File: config.mk
export PLATFORM = sky130hd
export DESIGN_NAME = flag_context_ctrl
export DESIGN_NICKNAME = d
export VERILOG_FILES = /design/src/rtl/flag_context_ctrl.sv
export SDC_FILE = /design/constraint.sdc
export NUM_CORES = 1
export LEC_CHECK = 0
export ABC_AREA = 1
export BUFFER_PORTS_ARGS = -buffer_cell sky130_fd_sc_hd__buf_2
export CORE_ASPECT_RATIO = 0.75
export CORE_MARGIN = 1
export CORE_UTILIZATION = 50
export CTS_CLUSTER_DIAMETER = 100
export DETAILED_ROUTE_END_ITERATION = 10
export GPL_TIMING_DRIVEN = 0
export PLACE_DENSITY = 0.79
export SYNTH_ARGS = -nofsm -noshare
export SYNTH_HDL_FRONTEND = slang
export SYNTH_SLANG_ARGS = --single-unit
File: constraint.sdc
create_clock -name clock -period 2 [get_ports clock]
set_clock_uncertainty 0.15 [all_clocks]
set_input_delay 0.3 -clock clock [delete_from_list [all_inputs] [get_ports clock]]
set_output_delay 0.3 -clock clock [all_outputs]
set_load 0.1 [all_outputs]
File: src/rtl/flag_context_ctrl.sv
// Flag-register update sequencer with a LIFO of saved flag contexts for nested traps.
// Optional FLAG_CTX_DEBUG_EN adds dbg_top / dbg_watermark observation ports.
module flag_context_ctrl #(
  parameter int DEPTH = 4,
  parameter int CW    = 3
) (
  input  logic          clock,
  input  logic          reset,
  input  logic          instr_valid,
  input  logic [2:0]    instr_class,
  input  logic          stall,
  input  logic          trap_req,
  input  logic          ret_req,
  input  logic [4:0]    flags_in,
  output logic          spec_enable,
  output logic [2:0]    spec_update_mode,
  output logic          load_valid,
  output logic [4:0]    load_flags,
  output logic          trap_ack,
  output logic          ret_ack,
  output logic          busy,
  output logic [CW-1:0] stack_count,
`ifdef FLAG_CTX_DEBUG_EN
  output logic [4:0]    dbg_top,
  output logic [CW-1:0] dbg_watermark,
`endif
  output logic          overflow_err,
  output logic          underflow_err
);

  localparam int            AW      = (DEPTH > 1) ? $clog2(DEPTH) : 1;
  localparam logic [CW-1:0] DEPTH_C = CW'(DEPTH);
  localparam logic [2:0]    MODE_TOGGLE = 3'd5;

  typedef enum logic [2:0] {S_IDLE, S_PUSH, S_TOGGLE, S_POP, S_LOAD} state_t;

  state_t               state, state_nxt;
  logic [DEPTH-1:0][4:0] stack;
  logic                 full, empty, trap_take, ret_look, ret_take;
  logic [CW-1:0]        cnt_m1;
  logic [AW-1:0]        wr_idx, top_idx;

  assign full      = (stack_count == DEPTH_C);
  assign empty     = (stack_count == '0);
  // A refused trap is treated as absent so returns can still drain the stack.
  assign trap_take = trap_req && !full;
  assign ret_look  = ret_req && !trap_take;
  assign ret_take  = ret_look && !empty;
  assign cnt_m1    = stack_count - CW'(1);
  assign wr_idx    = stack_count[AW-1:0];
  assign top_idx   = cnt_m1[AW-1:0];

  always_ff @(posedge clock) begin
    if (reset) state <= S_IDLE;
    else       state <= state_nxt;
  end

  always_comb begin
    state_nxt = state;
    case (state)
      S_IDLE: begin
        if (trap_take)     state_nxt = S_PUSH;
        else if (ret_take) state_nxt = S_POP;
      end
      S_PUSH:   state_nxt = S_TOGGLE;
      S_TOGGLE: state_nxt = S_IDLE;
      S_POP:    state_nxt = S_LOAD;
      S_LOAD:   state_nxt = S_IDLE;
      default:  state_nxt = S_IDLE;
    endcase
  end

  // Instruction path stays combinational so it lines up with same-cycle ALU flags.
  always_comb begin
    spec_update_mode = 3'd0;
    trap_ack         = 1'b0;
    ret_ack          = 1'b0;
    load_valid       = 1'b0;
    busy             = 1'b0;
    if (!reset) begin
      busy = (state != S_IDLE);
      case (state)
        S_IDLE: begin
          if (!trap_take && !ret_take && instr_valid && !stall && spec_enable &&
              instr_class <= 3'd4)
            spec_update_mode = instr_class;
        end
        S_TOGGLE: begin
          spec_update_mode = MODE_TOGGLE;
          trap_ack         = 1'b1;
        end
        S_LOAD: begin
          load_valid = 1'b1;
          ret_ack    = 1'b1;
        end
        default: ;
      endcase
    end
  end

  always_ff @(posedge clock) begin
    if (reset) begin
      spec_enable   <= 1'b0;
      stack_count   <= '0;
      load_flags    <= 5'd0;
      overflow_err  <= 1'b0;
      underflow_err <= 1'b0;
    end else begin
      spec_enable <= 1'b1;
      case (state)
        S_IDLE: begin
          if (trap_req && full)  overflow_err  <= 1'b1;
          if (ret_look && empty) underflow_err <= 1'b1;
        end
        S_PUSH: stack_count <= stack_count + CW'(1);
        S_POP: begin
          stack_count <= cnt_m1;
          load_flags  <= stack[top_idx];
        end
        default: ;
      endcase
    end
  end

  always_ff @(posedge clock) begin
    if (!reset && state == S_PUSH) stack[wr_idx] <= flags_in;
  end

`ifdef FLAG_CTX_DEBUG_EN
  assign dbg_top = empty ? 5'd0 : stack[top_idx];

  always_ff @(posedge clock) begin
    if (reset)                           dbg_watermark <= '0;
    else if (stack_count > dbg_watermark) dbg_watermark <= stack_count;
  end
`endif

endmodule

[After elaboration in Yosys (flattened, before gate mapping)]
Cells that the tools add are included.
Storage, ports and cells
  register bits: 34
  logic and storage cells: 64
Cells by class
  add/subtract/negate cells: 2
  magnitude comparators: 4
  eq/ne operators: 6
  muxes and demuxes: 18
  reductions and logical operators: 24
Operators by type and width (number)
  $bwmux W20: 1
  $logic_and A1 B1 Y1: 12
  $mux W3: 4
  $pmux W3 S2: 2
  $bmux W5 S2: 1
  $demux W5 S2: 1
  $mux W5: 2
  $pmux W3 S3: 1
  $eq A3 B2 Y1 const B: 2
  $eq A3 B3 Y1 const B: 2
  $logic_not A1 Y1: 6
  $logic_not A3 Y1: 2
  $lt A2 B3 Y1 const B: 2
  $mux W1: 6
  $reduce_and A2 Y1: 2
  $add A3 B1 Y3 const B: 1
  $eq A3 B1 Y1 const B: 1
  $le A3 B3 Y1 const B: 1
  $ne A3 B3 Y1 const B: 1
  $reduce_bool A3 Y1: 1
  $sub A3 B1 Y3 const B: 1
  $ge A2 B1 Y1 const B: 1
  $reduce_bool A2 Y1: 1

[Logic depth before layout (Yosys ltp)]
Gate-level depths: netlist of run 1.
  depth after elaboration: 15
  gate-level depth with buffers: 9

[Least setup slack after synthesis of run 1]
No wires, ideal clock.
  path type: reg-to-output
  from: register state[0]
  to: output ret_ack
  arrival: 4013 ps
  required time: 1550 ps
  setup slack: -2463 ps
  stages on the path, launching flop included: 3
  path buffers: 1
  cells stage by stage: dfxtp_1 -> nor4_1 -> buf_4
On the way
  longest elaborated chain between the ends: 3
Ends and longest elaborated chain
  start: declaration: line 37  | state_t state, state_nxt;
  start signal: assignment: line 55  | else state <= state_nxt;
  $eq A3 B3 Y1
  $mux W1 (2 in a row)
  end: declaration: line 20  | output logic ret_ack,
No other way between the ends.

[Worst setup path after layout of run 1]
  from: register stack_count[0]
  to: output spec_update_mode[1]
On the way
  longest elaborated chain between the ends: 15
  elaborated cells on any way between the ends: 17
  classes of those cells: eq/ne: 1; mux: 3; reduce/logical: 13
Ends and longest elaborated chain
  start: declaration: line 22  | output logic [CW-1:0] stack_count,
  start signal: assignment: line 115  | S_PUSH: stack_count <= stack_count + CW'(1);
  start signal: assignment: line 117  | stack_count <= cnt_m1;
  $eq A3 B3 Y1: line 43  | assign full = (stack_count == DEPTH_C);
  $logic_not A1 Y1: line 46  | assign trap_take = trap_req && !full;
  $logic_and A1 B1 Y1: line 46
  $logic_not A1 Y1: line 47, 84
  $logic_and A1 B1 Y1: line 47  | assign ret_look = ret_req && !trap_take;
  $logic_and A1 B1 Y1: line 48  | assign ret_take = ret_look && !empty;
  $logic_not A1 Y1: line 84  | if (!trap_take && !ret_take && instr_valid && !stall && spec_enable &&
  $logic_and A1 B1 Y1 * (5 in a row): line 84
  $mux W3 *: line 84
  $pmux W3 S2 *: line 82  | case (state)
  $mux W3 *: line 80  | if (!reset) begin
  end: declaration: line 16  | output logic [2:0] spec_update_mode,
Every way passes the cells marked *; elsewhere a longest branch is shown, timed or not.

==> summary.md, run 1 <==
| Metric | Value |
|---|---|
| Status | `finished, final reports clean` |
| Die X | `67.25 um` |
| Syn Nets | `211` |
| Clk pin slew, worst setup/hold paths | `60 ps` |
| Net count, final | `253` |
| Cell taking the most area after synthesis | `edfxtp_1` |
| Sequential cell area fraction in the yosys report | `55.17%` |
| Reg2Reg Depth | `6` |
| Final worst setup slack | `27.57 ps` |
| FF-to-FF End | `stack[11]` |
| Peak VDD IR | `0.5812 mV` |
| Final setup fails | `0` |
| Post-synth top flop | `edfxtp_1` |
| Count leader, synth | `nand2_1` |
| Crit path to | `spec_update_mode[1]` |
| Die area | `3425 um^2` |
| HP Class | `input pin to flip-flop` |
| Largest net degree at the start of global routing | `15` |
| Residual DRC | `0` |
| Clk sinks | `34` |
| Root Buffer Master | `clkbuf_8` |
| Mean Syn Cell Area | `8.315 um^2` |
| GRT Util Overall | `21.50%` |
| Critical Path Fanout Max | `5` |
| Synth cell count leaders | `nand2_1 (53), inv_1 (34), nor2_1 (29)` |
| Routed Wire Length | `3.323 mm` |
| Worst endpoint required time | `1550 ps` |
| CTS tree | `yes` |
| Synthesized area | `1597 um^2` |
| Hold_sp | `reset` |
| Via count | `1,340` |
| Critical Path AT | `1520 ps` |
| Flops & latches, synth | `34` |
| Slew headroom | `67.21%` |
| Global route overflow | `0` |
| Via-per-instance ratio | `a little under 5` |
| Crit start category | `flip-flop` |
| DP Area | `around 1900 um^2` |
| Main area contributors after synthesis | `edfxtp_1 (38%), dfxtp_1 (18%), nand2_1 (12%)` |
| Fmax | `between 500 and 600 MHz` |
| Routability cong. | `0.8000` |
| Leak pwr | `1.005 nW` |
| Total negative slack | `0 ps` |
| EDFF count, synth | `20` |
| RSZ-0062 raised after global routing | `yes` |
| Global-route wire length before repair | `around 5.1 mm` |
| Clock period minus worst slack | `~2000 ps` |
| Critical path origin | `stack_count[0]` |
| CP endpoint kind | `primary output` |
| Hold Vio Cnt, Final | `0` |
| Post-synth ARST share | `0%` |
| CTS HTree Levels | `2` |
| Clk Latency, worst-skew pair | `280 ps` |
| Final Max Tran Viols | `0` |
| Iteration-0 DRC Markers | `62` |
| DRT Pass-1 Iters | `4` |
| Initial core utilization | `53.23%` |
| P&R area growth vs syn | `33.39%` |
| Pre-CTS setup slack | `-78.92 ps` |
| Period utilisation layout | `98.62%` |
| Diode count | `0` |
| Total CTS buffers | `5` |
| Syn Inst Count | `192` |
| Post-route cell area | `2130 um^2` |
| Layout cell share with drive strength beyond 1 | `approximately a third` |
| Unique masters post-synth | `19` |
| Yosys top cell area share | `37.62%` |
| RR Startpoint | `stack_count[0]` |
| Ys Warns | `0` |
| Final core occ | `71.01%` |
| FP Rows | `17` |
| Routed wire per std cell | `12.17 um` |
| Worst-Margin Slew | `just under 500 ps` |
| Vias in the first global route | `1,166` |
| Antenna violations before repair | `0` |
| PwrDens | `just under 900 nW/um^2` |
| R2R Setup Slk | `140 ps` |
| Max-Cap Viols | `0` |
| PortBufs | `30` |
| Core box area | `2999 um^2` |
| Hold Buf Count CTS | `0` |
| Detail Route Antenna Nets | `0` |
| Top Ports | `32` |
| Post-DP HPWL | `2.245 mm` |
| Critical path class | `flip-flop to primary output` |
| Die height | `50.94 um` |
| Maximum clock path buffer count | `2` |
## per-layer routing
layer | vias to the layer above | part of all wire [%] | global-route usage, %
met2 | 42 | 46 | 30.17
met3 | 2 | 5.3 | 6.027
met1 | 619 | 48 | 29.63
met4 | 0 | 0.75 | 11.70
met5 | - | 0 | 0
li1 | 677 | - | -
## worst min-delay path by stage
stage / end / slack [ps] / depth (start not counted)
floorplan: stack[0] / 250 / 0
global placement: underflow_err / 280 / 2
detailed placement: underflow_err / 290 / 2
CTS: underflow_err / 50 / 2
global route: underflow_err / 60 / 2
finish: underflow_err / 60 / 2
## registers in the layout, summed over array words and instances, names as in the netlist
signal,flops
load_flags,5
overflow_err,1
spec_enable,1
stack,20
stack_count,3
state,3
underflow_err,1
## per-stage QoR
stage          power, mW  instances  hold slack (ps)
2_1_floorplan      1.136        192            248.9
3_3_place_gp       1.208        260            280.4
3_5_place_dp       1.215        260            290.2
4_1_cts            1.833        268            53.28
5_1_grt            1.936        273            59.67
6_report           1.860        273            55.71
## power breakdown
| part | leakage [nW] | internal [mW] | switching, mW |
|---|---|---|---|
| Combinational | 0.656 | 0.135 | 0.328 |
| Sequential | 0.297 | 0.770 | 0.0294 |
| Clock | 0.0524 | 0.372 | 0.226 |
## kinds of logic after synthesis
| kind of cell | share of synthesized area (%) |
|---|---|
| compound gates | 1.880 |
| fa+ha+maj | 3.918 |
| buf+inv | 10.74 |
| flops | 55.17 |
| simple gates | 28.29 |
## what timing repair did
item                       in CTS  in global routing
pin swaps                       1                  7
setup endpoints to repair       6                 26
gates resized for setup        23                 13
buffers inserted                1                  5
## layout make-up
type	instances	area (um^2)
sequential	34	893.4
fill	224	869.6
multi-input combinational	118	639.4
timing repair buffer	36	251.5
inverter	35	143.9
clock buffer	7	76.32
buffer	4	47.55
tap	38	47.55
clock inverter	1	30.03
## placed cells by master (no fill, tap or decap), drive strengths merged
master and instances:
a21oi 3, buf 40, bufinv 1, clkbuf 7
dfxtp 14, edfxtp 20, ha 5, inv 35
nand2 54, nand3 17, nand3b 1, nand4 2
nor2 30, nor3 2, nor4 1, o21ai 3
## worst max-delay path: stages (launching register included)
cell and delay [ps]:
dfxtp_4 380, inv_8 60, ha_4 150, nand2_2 50
nand2_2 70, nand2_2 80, inv_4 80, nand2_4 50
nor2_4 140, buf_12 180
(Power assumes the default switching activity.)
==> inputs of run 2 (changes only) <==
--- a/config.mk
+++ b/config.mk
@@ -14,6 +14,7 @@
 export DETAILED_ROUTE_END_ITERATION = 10
 export GPL_TIMING_DRIVEN = 0
 export PLACE_DENSITY = 0.79
+export REMOVE_ABC_BUFFERS = 1
 export SYNTH_ARGS = -nofsm -noshare
 export SYNTH_HDL_FRONTEND = slang
 export SYNTH_SLANG_ARGS = --single-unit
==> run 2 against run 1 <==
Net effect: total power down 5.0%; non-clock buffer count decreased by 3; sequential cell count did not move; sequential share of layout area rose by 1.7 points; die area is the same; cell count down 1.1%; clock power fell by 12%; via count down 3.1%; count of clock-buffer cells in the layout decreased by 1; highest routed layer unchanged; worst setup slack worse by 24 ps; cell area decreased by 4.3%; global-route usage grew 0.39 points.
==> summary.md, run 2 (synthesis gave the netlist of run 1 again) <==
| Metric | Value |
|---|---|
| Largest net degree at the start of global routing | `15` |
| Global route overflow | `0` |
| Worst-Margin Slew | `535.4 ps` |
| Biggest register | `stack` |
| Leak pwr | `0.9642 nW` |
| Clock period minus worst slack | `about 2000 ps` |
| Final Max Tran Viols | `0` |
| Max-Cap Viols | `0` |
| RSZ-0062 raised after global routing | `yes` |
| Core box area | `2999 um^2` |
| Reg2Reg Depth | `5` |
| Pre-CTS setup slack | `-493.6 ps` |
| Die area | `about 3400 um^2` |
| Placed Instances | `256` |
| Global-route wire length before repair | `5.147 mm` |
| Die X | `67.25 um` |
| Total Power | `between 1.5 and 2 mW` |
| Clk sinks | `34` |
| Top Ports | `32` |
| Status | `finished, final reports clean` |
| Post-DP HPWL | `2.071 mm` |
| Clk pin slew, worst setup/hold paths | `around 70 ps` |
| Net count, final | `250` |
| Clk Latency, worst-skew pair | `290 ps` |
| Met3 GRT Util | `6.696%` |
| Biggest regs | `stack: 20 flops, load_flags: 5 flops` |
| Die height | `50.94 um` |
| Post-route cell area | `2038 um^2` |
| Via count | `1,299` |
| Hold Vio Cnt, Final | `0` |
| Most Crowded Layer GR | `met2` |
| Hold Buf Count CTS | `0` |
| Fmax | `between 500 and 600 MHz` |
| RR Startpoint | `state[2]` |
| CP endpoint kind | `primary output` |
| Total CTS buffers | `5` |
| Iteration-0 DRC Markers | `89` |
| R2R Setup Slk | `70 ps` |
| PwrDens | `867.3 nW/um^2` |
| FP Rows | `17` |
| CTS HTree Levels | `2` |
| Crit start category | `flip-flop` |
| Crit path to | `spec_update_mode[1]` |
| Antenna violations before repair | `0` |
| FF-to-FF End | `stack[0]` |
| Via-per-instance ratio | `4.811` |
| Final setup fails | `0` |
| Final core occ | `67.96%` |
| Root Buffer Master | `clkbuf_8` |
| Vias in the first global route | `1,161` |
| Critical Path Fanout Max | `4` |
| Worst endpoint required time | `1550 ps` |
| Met1 Resource Use GR | `29.27%` |
| Detail Route Antenna Nets | `0` |
| Period utilisation layout | `99.84%` |
| DP Area | `approximately 1800 um^2` |
| Diode count | `0` |
| Total negative slack | `0 ps` |
| Routed wire per std cell | `about 12 um` |
| Routability cong. | `0.8058` |
| Most common cell after layout, fill and taps aside | `nand2_1` |
| Critical path origin | `stack_count[0]` |
| Met2 Usage GRT | `31.50%` |
| Min Hold Slack | `73.23 ps` |
| CTS tree | `yes` |
| Residual DRC | `0` |
| Critical Path AT | `1550 ps` |
| P&R area growth vs syn | `27.66%` |
| Layout cell share with drive strength beyond 1 | `29.31%` |
| Critical path class | `flip-flop to primary output` |
| Peak VDD IR | `~0.54 mV` |
| Initial core utilization | `53.23%` |
| DRT Pass-1 Iters | `4` |
| Max reg flops | `20` |
| Slew headroom | `64.18%` |
| GRT Util Overall | `between 20% and 30%` |
| Filler cells | `237` |
| PortBufs | `31` |
| Maximum clock path buffer count | `2` |
| Most frequent cells in the layout | `nand2_1 (45), inv_1 (31), nor2_1 (27), buf_2 (24), edfxtp_1 (20)` |
| Post-Layout Cell Count | `270` |
| Routed Wire Length | `3.365 mm` |
| HP Class | `input pin to flip-flop` |
| Final worst setup slack | `3.161 ps` |
-- run 2: cell count changes in the layout (fill, tap and decap cells not counted), sizes merged --
cell,change
buf,-4
clkinvlp,+2
bufinv,-1
clkinv,+1
inv,-1
-- run 2: how the worst min path moves through the flow --
stage | startpoint | to | slack, ps | cells past startpoint
final | flags_in[0] | stack[5] | 70 | 1
after detailed placement | underflow_err | underflow_err | 290 | 2
after floorplan | reset | underflow_err | 220 | 1
after global placement | underflow_err | underflow_err | 280 | 2
after CTS | flags_in[1] | stack[16] | 60 | 1
after global routing | flags_in[0] | stack[15] | 70 | 1
-- run 2: cell type report --
type | count | area [um^2] | area share [%]
repair buffers | 37 | 259.0 | 12.71
clock buffers | 6 | 82.58 | 4.052
multi-input cells | 118 | 606.8 | 29.77
flip-flops and latches | 34 | 889.6 | 43.65
inverters | 35 | 140.1 | 6.875
clock inverters | 2 | 12.51 | 0.6139
well taps | 38 | 47.55 | 2.333
-- run 2: critical path, cell delays in order, from the launching register on --
cell and delay, ps:
dfxtp_4 360, clkinvlp_4 100, ha_4 160, nand2_2 50
nand2_2 90, nand2_4 60, inv_4 70, nand2_2 60
nor2_4 110, buf_12 180
-- run 2: per-layer routing --
metal,share of wire (%),vias up,wire (um)
li1,-,673,-
met1,43,582,1440
met2,48,40,1610
met3,8.2,4,277
met4,1.1,0,37
met5,0,-,0
-- run 2: repair_timing --
| item | in CTS | in global routing |
|---|---|---|
| resized for setup | 21 | 25 |
| setup buffers | 4 | 2 |
| hold endpoints to repair | 0 | 0 |
| pin swaps | 7 | 8 |
| setup endpoints to repair | 22 | 16 |
-- run 2: where the power goes --
part           internal, mW  switching, mW
logic                 0.122          0.328
registers             0.768         0.0209
clock network         0.276          0.253
